File: config.mk
export PLATFORM = sky130hd
export DESIGN_NAME = mul_xbit_shift
export DESIGN_NICKNAME = d
export VERILOG_FILES = /design/src/rtl/mul_pkg.sv /design/src/rtl/adder_xbit_ahead.sv /design/src/rtl/mul_xbit_shift.sv
export SDC_FILE = /design/constraint.sdc
export NUM_CORES = 1
export LEC_CHECK = 0
export ABC_AREA = 1
export BUFFER_PORTS_ARGS = -buffer_cell sky130_fd_sc_hd__buf_2
export CAP_MARGIN = 20
export CORE_MARGIN = 4
export CORE_UTILIZATION = 43
export CTS_BUF_LIST = sky130_fd_sc_hd__clkbuf_2 sky130_fd_sc_hd__clkbuf_4 sky130_fd_sc_hd__clkbuf_8
export CTS_CLUSTER_SIZE = 12
export DETAILED_ROUTE_END_ITERATION = 8
export SLEW_MARGIN = 20
export SYNTH_ARGS = -nofsm -noshare
export SYNTH_HDL_FRONTEND = slang
export SYNTH_SLANG_ARGS = --single-unit
File: constraint.sdc
create_clock -name i_clk -period 4.37 [get_ports i_clk]
set_clock_uncertainty 0.2 [all_clocks]
set_input_delay 0.2185 -clock i_clk [delete_from_list [all_inputs] [get_ports i_clk]]
set_output_delay 0.2185 -clock i_clk [all_outputs]
set_load 0.02 [all_outputs]
File: src/rtl/mul_pkg.sv
// ---------------------------------------------------------------------------
// mul_pkg
// Shared types and helpers for the sequential shift-and-add multiplier.
//   mul_state_e : multiplier FSM state encoding (IDLE / CALC / DONE)
//   cnt_width() : width of the step counter able to hold 0..W
// ---------------------------------------------------------------------------
package mul_pkg;

   typedef enum logic [1:0] {MUL_IDLE, MUL_CALC, MUL_DONE} mul_state_e;

   // Step counter must represent the values 0..w inclusive.
   function automatic int cnt_width(input int w);
      return $clog2(w + 1);
   endfunction

endpackage

File: src/rtl/adder_xbit_ahead.sv
// ---------------------------------------------------------------------------
// adder_xbit_ahead
// Parameterised carry-lookahead adder built from 4-bit lookahead groups.
// Ports:
//   i_a, i_b  [DATA_WIDTH-1:0]  addends
//   i_cry                        carry in
//   o_sum     [DATA_WIDTH-1:0]  sum
//   o_cry                        carry out of the top bit
// Widths that are not a multiple of 4 are zero-padded internally.
// ---------------------------------------------------------------------------
module adder_xbit_ahead #(
   parameter int DATA_WIDTH = 16
) (
   input  logic [DATA_WIDTH-1:0] i_a,
   input  logic [DATA_WIDTH-1:0] i_b,
   input  logic                  i_cry,
   output logic [DATA_WIDTH-1:0] o_sum,
   output logic                  o_cry
);

   localparam int NG = (DATA_WIDTH + 3) / 4;
   localparam int PW = NG * 4;

   logic [PW-1:0] a_p;
   logic [PW-1:0] b_p;
   logic [PW-1:0] gen;
   logic [PW-1:0] prop;
   logic [PW-1:0] sum_p;
   logic [PW:0]   cry;

   // Carries c1..c4 of one 4-bit group, all derived directly from the
   // group's carry in rather than rippled bit by bit.
   function automatic logic [3:0] cla4(input logic [3:0] g,
                                       input logic [3:0] p,
                                       input logic       ci);
      logic [3:0] c;
      c[0] = g[0] | (p[0] & ci);
      c[1] = g[1] | (p[1] & g[0]) | (p[1] & p[0] & ci);
      c[2] = g[2] | (p[2] & g[1]) | (p[2] & p[1] & g[0])
           | (p[2] & p[1] & p[0] & ci);
      c[3] = g[3] | (p[3] & g[2]) | (p[3] & p[2] & g[1])
           | (p[3] & p[2] & p[1] & g[0]) | (p[3] & p[2] & p[1] & p[0] & ci);
      return c;
   endfunction

   always_comb begin
      a_p = '0;
      b_p = '0;
      a_p[DATA_WIDTH-1:0] = i_a;
      b_p[DATA_WIDTH-1:0] = i_b;
   end

   assign gen  = a_p & b_p;
   assign prop = a_p ^ b_p;

   always_comb begin
      cry    = '0;
      cry[0] = i_cry;
      for (int k = 0; k < NG; k++) begin
         cry[4*k+1 +: 4] = cla4(gen[4*k +: 4], prop[4*k +: 4], cry[4*k]);
      end
   end

   assign sum_p = prop ^ cry[PW-1:0];
   assign o_sum = sum_p[DATA_WIDTH-1:0];
   // Per-bit carries make cry[DATA_WIDTH] the true carry even when padded.
   assign o_cry = cry[DATA_WIDTH];

endmodule

File: src/rtl/mul_xbit_shift.sv
// ---------------------------------------------------------------------------
// mul_xbit_shift
// Sequential unsigned shift-and-add multiplier: one multiplier bit per cycle,
// each step adding the shifted multiplicand through a 2W carry-lookahead adder.
// Ports:
//   i_clk, i_rst_n                 clock, async active-low reset
//   i_valid / o_ready              operand handshake (o_ready only in IDLE)
//   i_num_a, i_num_b [W-1:0]       multiplicand / multiplier, unsigned
//   o_valid / i_ready              result handshake (o_valid only in DONE)
//   o_res [2W-1:0]                 product, meaningful while o_valid=1
//   o_dbg_state                    current FSM state for observation
// Handshake: a transfer happens on a rising edge where valid and ready are
// both high; ready/valid outputs decode registered state only, so there is
// no combinational path from i_valid/i_ready to any output.
// Build option: define MUL_XBIT_SHIFT_EARLY_EXIT_EN to finish as soon as
// the remaining multiplier bits are all zero (b=0 goes straight to DONE).
// ---------------------------------------------------------------------------
module mul_xbit_shift
   import mul_pkg::*;
#(
   parameter int DATA_WIDTH = 8
) (
   input  logic                    i_clk,
   input  logic                    i_rst_n,
   input  logic                    i_valid,
   output logic                    o_ready,
   input  logic [DATA_WIDTH-1:0]   i_num_a,
   input  logic [DATA_WIDTH-1:0]   i_num_b,
   output logic                    o_valid,
   input  logic                    i_ready,
   output logic [2*DATA_WIDTH-1:0] o_res,
   output mul_state_e              o_dbg_state
);

   localparam int CNT_W = cnt_width(DATA_WIDTH);
   localparam int RW    = 2 * DATA_WIDTH;

   mul_state_e            state;
   logic [RW-1:0]         r_mcand;
   logic [DATA_WIDTH-1:0] r_mplier;
   logic [RW-1:0]         r_acc;
   logic [CNT_W-1:0]      r_cnt;
   logic [RW-1:0]         add_sum;
   logic                  last_step;

   // Product fits in 2W bits, so the adder's carry out is never needed.
   adder_xbit_ahead #(
      .DATA_WIDTH (RW)
   ) u_adder (
      .i_a   (r_acc),
      .i_b   (r_mcand),
      .i_cry (1'b0),
      .o_sum (add_sum),
      .o_cry ()
   );

`ifdef MUL_XBIT_SHIFT_EARLY_EXIT_EN
   // Stop once the multiplier left after this shift has no set bits; r_cnt
   // still bounds the number of steps.
   assign last_step = (r_cnt == CNT_W'(DATA_WIDTH - 1)) ||
                      (r_mplier[DATA_WIDTH-1:1] == '0);
`else
   assign last_step = (r_cnt == CNT_W'(DATA_WIDTH - 1));
`endif

   always_ff @(posedge i_clk or negedge i_rst_n) begin
      if (!i_rst_n) begin
         state    <= MUL_IDLE;
         r_mcand  <= '0;
         r_mplier <= '0;
         r_acc    <= '0;
         r_cnt    <= '0;
      end else begin
         case (state)
            MUL_IDLE: begin
               if (i_valid) begin
                  r_mcand  <= {{DATA_WIDTH{1'b0}}, i_num_a};
                  r_mplier <= i_num_b;
                  r_acc    <= '0;
                  r_cnt    <= '0;
`ifdef MUL_XBIT_SHIFT_EARLY_EXIT_EN
                  state    <= (i_num_b == '0) ? MUL_DONE : MUL_CALC;
`else
                  state    <= MUL_CALC;
`endif
               end
            end
            MUL_CALC: begin
               if (r_mplier[0]) begin
                  r_acc <= add_sum;
               end
               r_mcand  <= r_mcand << 1;
               r_mplier <= r_mplier >> 1;
               r_cnt    <= r_cnt + CNT_W'(1);
               if (last_step) begin
                  state <= MUL_DONE;
               end
            end
            MUL_DONE: begin
               if (i_ready) begin
                  state <= MUL_IDLE;
               end
            end
            default: state <= MUL_IDLE;
         endcase
      end
   end

   assign o_ready     = (state == MUL_IDLE);
   assign o_valid     = (state == MUL_DONE);
   assign o_res       = r_acc;
   assign o_dbg_state = state;

endmodule

==> run metrics, run 1 <==
max incr delay on CP=a little over 400 ps; worst path arrival time=between 2000 and 2500 ps; post-CTS resize count=0; post-placement cell area=2788 sq um; Total Wirelength=5449 um; CTS tree=done; IO Count=40; crit start category=register; Finish-stage setup viols=0; worst path cell trace=ha_1 -> nand2_1 -> nand2_1 -> nand2_1 -> nand2_2 -> nand2_2 -> nand2_4 -> nand2_4 -> nand2_4 -> inv_2 -> fa_1 -> xor2_1 -> o31ai_1; layout cells sized above 1=18.55%; Starting Density=about 45%; Cells after Synth=~290; Final GP Congestion=0.7782; Worst Path Max Fanout=5; I/O Buffers=39; r2r startpoint=o_res[2]; Synthesized Nets=328; count of final max-slew check failures=0; clock sinks=46; Clock Path Buffers=2; Static Leak=1.585 nW; fin nets=384; grt ovf=0; Netlist cell types=36; final hold violations=0; ant diodes=0; Iteration-0 DRC Markers=roughly 120; hold-critical path depth=3; crit end category=register; insertion delay to the later sink of the worst-skew pair=roughly 300 ps; Fmax achieved=0.4137 GHz; Reg-to-Reg End=o_res[13]; hold crit path type=in -> reg; Core ar.=5642 sq um; status=completed; Tightest Pin Transition=a little over 600 ps; Max Cap Viol=0; Via density=slightly below 5; Chip Height=between 80 and 90 um; Final Critical Period=2417 ps; setup TNS=0 ps; Antenna Nets Post-Route=0; Mean Syn Cell Area=8.850 sq um; Row Count=27; WP data required=4380 ps; leading cell type in the layout, fill and taps excluded=nand2_1; DP Wirelength=3663 um; fin worst setup slack=1953 ps; die width=about 85 um; #FFs+latches synth=46; critical path type=reg -> reg; RSZ-0062 raised after global routing=no; CTS Root Cell=clkbuf_8; Initial DRT Pass Iterations=4; H-tree depth=2; Slew HR=between 50% and 60%; Yosys top cell area share=45.16%; Setup WS pre-CTS=1950 ps; Area Growth Syn to Fin=20.27%; Peak VDD IR=297.7 uV; largest net degree at the start of global routing=47; Worst Hold Slack=43.97 ps; CP max stage cell=dfrtp_1; Overall Global Routing Usage=16.35%; first-pass GRT wire length=about 9600 um; Routed WL per cell=13.07 um; synthesized cell area=2549 sq um; commonest cells after routing, fill and taps aside=nand2_1, dfrtp_1, buf_2; top post-synthesis cells by area=dfrtp_1, nand2_1, ha_1, inv_1, fa_1; DIE AREA=7223 sq um; Pwr Density=between 600 and 700 nW/um^2; Period Utilization, post-route=55.31%; hold path start=i_ready; DR vias=around 2100; number of synthesized flops with an enable pin=0; FF-to-FF setup slack=1950 ps; Num CTS Buffers=5; post-synthesis sequential area ratio=45.16%; Async S/R FF share, synth=100.0%; antenna violations before repair=0; number of global-route vias before repair=2044; Register-to-Register Path Depth=13; DR DRC count=0; top_reg_cell synth=dfrtp_1; Synthesis Warnings=0; final instance area=3065 sq um; WHS Endpoint=o_dbg_state[1]; area leader, netlist=dfrtp_1; CTS clk-pin slew, worst paths=~80 ps
-- stage by stage --
stage	cells	util [%]	total power [mW]
CTS	417	54.29	2.094
global route	417	54.34	2.269
floorplan	288	-	1.551
global placement	391	49.41	1.778
finish	417	54.34	2.066
detailed placement	391	49.41	1.796
-- how the worst max path moves through the flow --
stage,endpoint,startpoint
finish,o_res[13],o_res[2]
global route,o_res[13],o_res[2]
CTS,o_res[13],o_res[2]
detailed placement,o_res[13],o_res[2]
global placement,o_res[13],o_res[2]
floorplan,o_res[13],o_res[2]
-- synthesized netlist by cell type (2+ instances only) --
cell,number
nand2_2,4
nor2_1,17
o21ai_1,12
nor2_2,2
buf_4,2
buf_2,4
ha_1,16
o221ai_1,3
nor2_4,2
nand2_1,80
a21oi_1,10
nand3_1,9
nand2_4,3
dfrtp_1,46
o22ai_1,8
fa_1,4
a22oi_1,6
o31ai_1,5
inv_1,24
o211ai_1,3
xnor2_1,3
xor2_1,2
o21ai_0,5
nand4_1,3
inv_2,4
-- cells by family (layout without fill, tap and decap cells) --
kind of cell | after synthesis | after routing | share of synthesized area (%)
AO/OA/AOI/OAI | 55 | 55 | 13.50
XOR/XNOR | 5 | 5 | 1.719
adder cells (fa/ha/maj) | 20 | 20 | 11.00
buffers and inverters | 37 | 94 | 6.234
flip-flops | 46 | 46 | 45.16
multiplexers | 1 | 1 | 0.3928
AND/OR/NAND/NOR | 124 | 124 | 21.99
-- repair_timing --
item / in CTS / in global routing
hold endpoints to repair: 63 / 0
setup buffers: 0 / 0
hold buffers: 18 / 0
-- layer usage --
metal,global-route usage [%],up-vias,wire length (um)
met5,0,-,0
met4,5.180,0,54
met3,3.398,6,225
met2,26.84,35,2623
met1,21.64,957,2545
li1,-,1068,-
-- registers in the layout, summed over array words and instances, names as in the netlist --
register / count
r_mcand: 16
r_mplier: 8
r_cnt: 4
o_res: 16
o_dbg_state: 2
-- cell type report --
| cell class | instances | area (sq um) |
|---|---|---|
| Tap cell | 72 | 90.09 |
| Inverter | 28 | 105.1 |
| Timing Repair Buffer | 58 | 385.4 |
| Fill cell | 526 | 2576 |
| Sequential cell | 46 | 1151 |
| Clock buffer | 7 | 90.09 |
| Multi-Input combinational cell | 205 | 1239 |
| Clock inverter | 1 | 5.005 |
-- where the power goes --
group	internal (mW)	switching (mW)	leakage, nW
clock network	0.134	0.143	0.0517
registers	0.602	0.132	0.600
logic	0.378	0.676	0.933
total	1.11	0.951	1.58
-- critical path: cells and delay by family, from the launching register on --
kind	cells	cell delay (ps)
flops	1	410
fa+ha+maj	2	750
simple gates	8	570
buf+inv	1	40
compound gates	1	220
xor+xnor	1	150
(Power assumes the default switching activity.)
==> inputs of run 2 (changes only) <==
--- a/config.mk
+++ b/config.mk
@@ -13,6 +13,7 @@
 export CTS_BUF_LIST = sky130_fd_sc_hd__clkbuf_2 sky130_fd_sc_hd__clkbuf_4 sky130_fd_sc_hd__clkbuf_8
 export CTS_CLUSTER_SIZE = 12
 export DETAILED_ROUTE_END_ITERATION = 8
+export PLACE_DENSITY = 0.66
 export SLEW_MARGIN = 20
 export SYNTH_ARGS = -nofsm -noshare
 export SYNTH_HDL_FRONTEND = slang
==> constraint.sdc (replaced) <==
create_clock -name i_clk -period 2 [get_ports i_clk]
set_clock_uncertainty 0.2 [all_clocks]
set_input_delay 0.1 -clock i_clk [delete_from_list [all_inputs] [get_ports i_clk]]
set_output_delay 0.1 -clock i_clk [all_outputs]
set_load 0.02 [all_outputs]
==> run metrics, run 2 (synthesis gave the netlist of run 1 again) <==
WP data required=2000 ps; Tightest Pin Transition=375.1 ps; status=finished, violations left; CTS tree=done; CP max stage cell=dfrtp_1; combinational fraction of design power=56.8%; multi-input logic area=1336 sq um; CP delay by family, top=adder cells; IO Count=40; Slew HR=74.93%; Static Leak=1.756 nW; Setup WS pre-CTS=-219.3 ps; CP Depth=11; cell internal pwr=2.888 mW; worst path arrival time=2250 ps; Total Wirelength=6030 um; Buf+Inv Stages, Crit Path=2; Finish-stage setup viols=6; layout cells sized above 1=30.97%; Iteration-0 DRC Markers=roughly 100; final instance area=3456 sq um; worst path cell trace=ha_1 -> inv_1 -> nor2_2 -> nand2_2 -> nand2_4 -> nand2_4 -> nand2_4 -> inv_4 -> fa_2 -> xor2_1 -> o31ai_1; Worst Path Max Fanout=4; Num CTS Buffers=5; Final Core Density=61.26%; count of final max-slew check failures=0; placed cells=422; Period Utilization, post-route=112.6%; failing checks=negative setup slack; Routed WL per cell=13.31 um; leading cell type in the layout, fill and taps excluded=nand2_1; largest net degree at the start of global routing=22; Worst Hold Slack=30.51 ps; Chip Height=84.99 um; switching pwr=between 2 and 2.5 mW; die width=84.99 um; fin nets=420; Fill cells=between 400 and 500; Final Critical Period=about 2300 ps; hold crit path type=in -> async; Fmax achieved=0.4441 GHz; Register-to-Register Path Depth=11; first-pass GRT wire length=10230 um; post-placement cell area=3118 sq um; grt ovf=0; crit end category=register; Max Cap Viol=0; Row Count=27; Initial DRT Pass Iterations=4; Reg power frac=31.4%; Clock Path Buffers=2; Peak VDD IR=between 600 and 700 uV; Area Growth Syn to Fin=35.59%; sw frac=43.97%; ant diodes=0; final hold violations=0; DR vias=2243; Overall Global Routing Usage=17.73%; DP Wirelength=4219 um; Core ar.=5642 sq um; Starting Density=a little under half; final cell count without fillers=453; number of global-route vias before repair=roughly 2200; I/O Buffers=39; fin worst setup slack=-251.7 ps; Final GP Congestion=between 0.8 and 0.9; Register Area=1159 sq um; H-tree depth=2; commonest cells after routing, fill and taps aside=nand2_1, dfrtp_1, buf_2; antenna violations before repair=0; CP most frequent cell=nand2_4; critical path type=reg -> reg; clock sinks=46; CTS clk-pin slew, worst paths=90 ps; max incr delay on CP=about 450 ps; insertion delay to the later sink of the worst-skew pair=300 ps; setup TNS=-817.2 ps; Antenna Nets Post-Route=0; RSZ-0062 raised after global routing=yes; crit start category=register; Pwr Total=5.155 mW; DIE AREA=just over 7000 sq um; Clk pwr share=11.8%; DR DRC count=0; Via density=between 4 and 5; CTS Root Cell=clkbuf_8; Pwr Density=between 1000 and 1500 nW/um^2
[run 2: layout make-up]
type | instances | area share, %
clock buffer | 7 | 2.607
clock inverter | 1 | 0.1448
inverter | 28 | 3.114
multi-input combinational | 205 | 38.67
sequential | 46 | 33.53
tap | 72 | 2.607
timing repair buffer | 94 | 19.33
[run 2: worst paths after layout]
check                      startpoint        end  slack (ps)
setup / recovery             o_res[4]  o_res[13]        -250
hold / removal                i_rst_n   o_res[0]          30
setup reg to reg             o_res[4]  o_res[13]        -250
hold reg to reg              r_cnt[3]   r_cnt[3]         270
max in group asynchronous     i_rst_n  o_res[15]         990
min in group i_clk           r_cnt[3]   r_cnt[3]         270
[run 2: power by group through the flow]
stage / logic [mW] / registers (mW) / clock network [mW]
4_1_cts: 2.88 / 1.62 / 0.631
6_report: 2.93 / 1.62 / 0.609
5_1_grt: 3.29 / 1.67 / 0.669
2_1_floorplan: 1.73 / 1.78 / 0
3_5_place_dp: 2.81 / 1.64 / 0
3_3_place_gp: 2.74 / 1.62 / 0
[run 2: per-layer routing]
metal	track usage, %	wire length [um]
met5	0	0
met4	6.475	95
met3	3.592	260
met2	29.24	2879
met1	23.00	2795
[run 2: repair_timing]
item	4_1_cts	5_1_grt
hold buffers	19	0
endpoints found under the hold margin	65	0
setup buffers	1	3
pin swaps	2	6
setup endpoints to repair	6	8
gates resized for setup	2	5
==> inputs of run 3 (changes only) <==
--- a/config.mk
+++ b/config.mk
@@ -8,6 +8,7 @@
 export ABC_AREA = 1
 export BUFFER_PORTS_ARGS = -buffer_cell sky130_fd_sc_hd__buf_2
 export CAP_MARGIN = 20
+export CORE_ASPECT_RATIO = 1.25
 export CORE_MARGIN = 4
 export CORE_UTILIZATION = 43
 export CTS_BUF_LIST = sky130_fd_sc_hd__clkbuf_2 sky130_fd_sc_hd__clkbuf_4 sky130_fd_sc_hd__clkbuf_8
==> run metrics, run 3 (synthesis gave the netlist of run 1 again) <==
Finish-stage setup viols=7; fin worst setup slack=-251.7 ps; commonest cells after routing, fill and taps aside=nand2_1, dfrtp_1, buf_2; Tightest Pin Transition=427.4 ps; Worst Path Max Fanout=5; failing checks=negative setup slack; Fmax achieved=roughly 0.44 GHz; die width=between 70 and 80 um; Clock Path Buffers=2; combinational fraction of design power=57.4%; Row Count=31; Iteration-0 DRC Markers=104; Pwr Density=1504 nW/um^2; CTS clk-pin slew, worst paths=roughly 90 ps; Core ar.=just under 6000 sq um; final cell count without fillers=448; number of global-route vias before repair=2365; Final GP Congestion=about 0.78; Period Utilization, post-route=112.6%; IO Count=40; global-route track usage on met1=23.11%; Final Critical Period=between 2000 and 2500 ps; RSZ-0062 raised after global routing=yes; grt ovf=0; Initial DRT Pass Iterations=4; Worst setup startpoint=o_res[7]; crit end category=register; Routed WL per cell=between 10 and 15 um; Num CTS Buffers=5; CTS Root Cell=clkbuf_8; Total Wirelength=6149 um; count of final max-slew check failures=0; Register-to-Register Path Depth=11; layout cells sized above 1=32.46%; Overall Global Routing Usage=18.61%; DIE AREA=7231 sq um; crit start category=register; antenna violations before repair=0; cell internal pwr=approximately 3 mW; Fill cells=a little over 500; worst path arrival time=about 2300 ps; hold crit path type=in -> async; setup TNS=-1131 ps; Area Growth Syn to Fin=36.62%; switching pwr=2.305 mW; final hold violations=0; M2 GR Usage=32.78%; DR vias=2290; status=finished, violations left; Static Leak=1.766 nW; r2r startpoint=o_res[7]; WP data required=2000 ps; sw frac=44.01%; H-tree depth=2; leading cell type in the layout, fill and taps excluded=nand2_1; Starting Density=44.10%; fin nets=421; Max Cap Viol=0; insertion delay to the later sink of the worst-skew pair=300 ps; routing usage on met3=~3.2%; largest net degree at the start of global routing=22; Peak VDD IR=about 730 uV; Slew HR=71.41%; Reg power frac=between 30% and 40%; Chip Height=94.08 um; DR DRC count=0; Antenna Nets Post-Route=0; DP Wirelength=4393 um; gr busiest metal=met2; Via density=5.112; CTS tree=done; Clk pwr share=11.8%; placed cells=about 420; clock sinks=46; critical path type=reg -> reg; first-pass GRT wire length=10740 um; ant diodes=0; I/O Buffers=39
==> run 3: cell count changes in the layout (fill, tap and decap cells not counted), moves of 2 or more <==
cell / delta
nand2_1: -4
nand2_2: +4
o21ai_1: -2
o21ai_2: +2
==> run 3: path summary, 6_finish.rpt <==
path                        endpoint  slack, ps
setup / recovery           o_res[13]       -250
hold / removal             o_res[11]        120
setup reg to reg           o_res[13]       -250
hold reg to reg             r_cnt[3]        280
max in group asynchronous   o_res[2]        640
min in group i_clk          r_cnt[3]        280
==> run 3: cell type report <==
class / instances / area, sq um / area share (%)
multi-input cells: 205 / 1356 / 38.95
flip-flops and latches: 46 / 1159 / 33.27
repair buffers: 95 / 681.9 / 19.58
inverters: 28 / 105.1 / 3.018
clock buffers: 8 / 97.59 / 2.803
well taps: 66 / 82.58 / 2.372
==> run 3: stage by stage <==
step	hold slack, ps	util, %	power, mW	worst slack, ps	area (sq um)
after floorplan	-395.6	-	3.510	-195.0	2634
after global placement	-208.7	53.82	4.410	-159.0	3110
after detailed placement	-212.3	53.82	4.501	-232.2	3110
after CTS	130.4	59.69	5.216	-285.8	3450
after global routing	124.3	60.25	5.733	-400.6	3482
final	118.4	60.25	5.237	-251.7	3482
==> run 3: power groups by stage <==
stage               Sequential (mW)  Combinational [mW]  Clock, mW
floorplan                      1.78                1.73          0
global placement               1.61                2.80          0
detailed placement             1.63                2.87          0
CTS                            1.61                2.97      0.637
global route                   1.66                3.39      0.677
finish                         1.61                3.01      0.619
==> run 3: critical path: stages (launching register included) <==
cell and delay (ps):
dfrtp_2 440, ha_4 300, nand3_2 80, nor2_1 120
nand2_2 80, nand2_4 80, nand2_4 50, nand2_4 60
inv_2 40, fa_2 330, xor2_1 150, o31ai_1 220
==> run 3: routing by layer <==
metal,vias up,share of wire [%]
met5,-,0
met4,0,1.4
met3,9,4.3
met2,51,50
met1,1087,44
li1,1143,-
==> run 3: repair_timing <==
item                                    CTS  global route
hold endpoints to repair                 65             0
resized for setup                         3            10
endpoints found under the setup margin    6            12
pin swaps                                 8             5
hold buffers                             20             0
setup buffers                             4             0
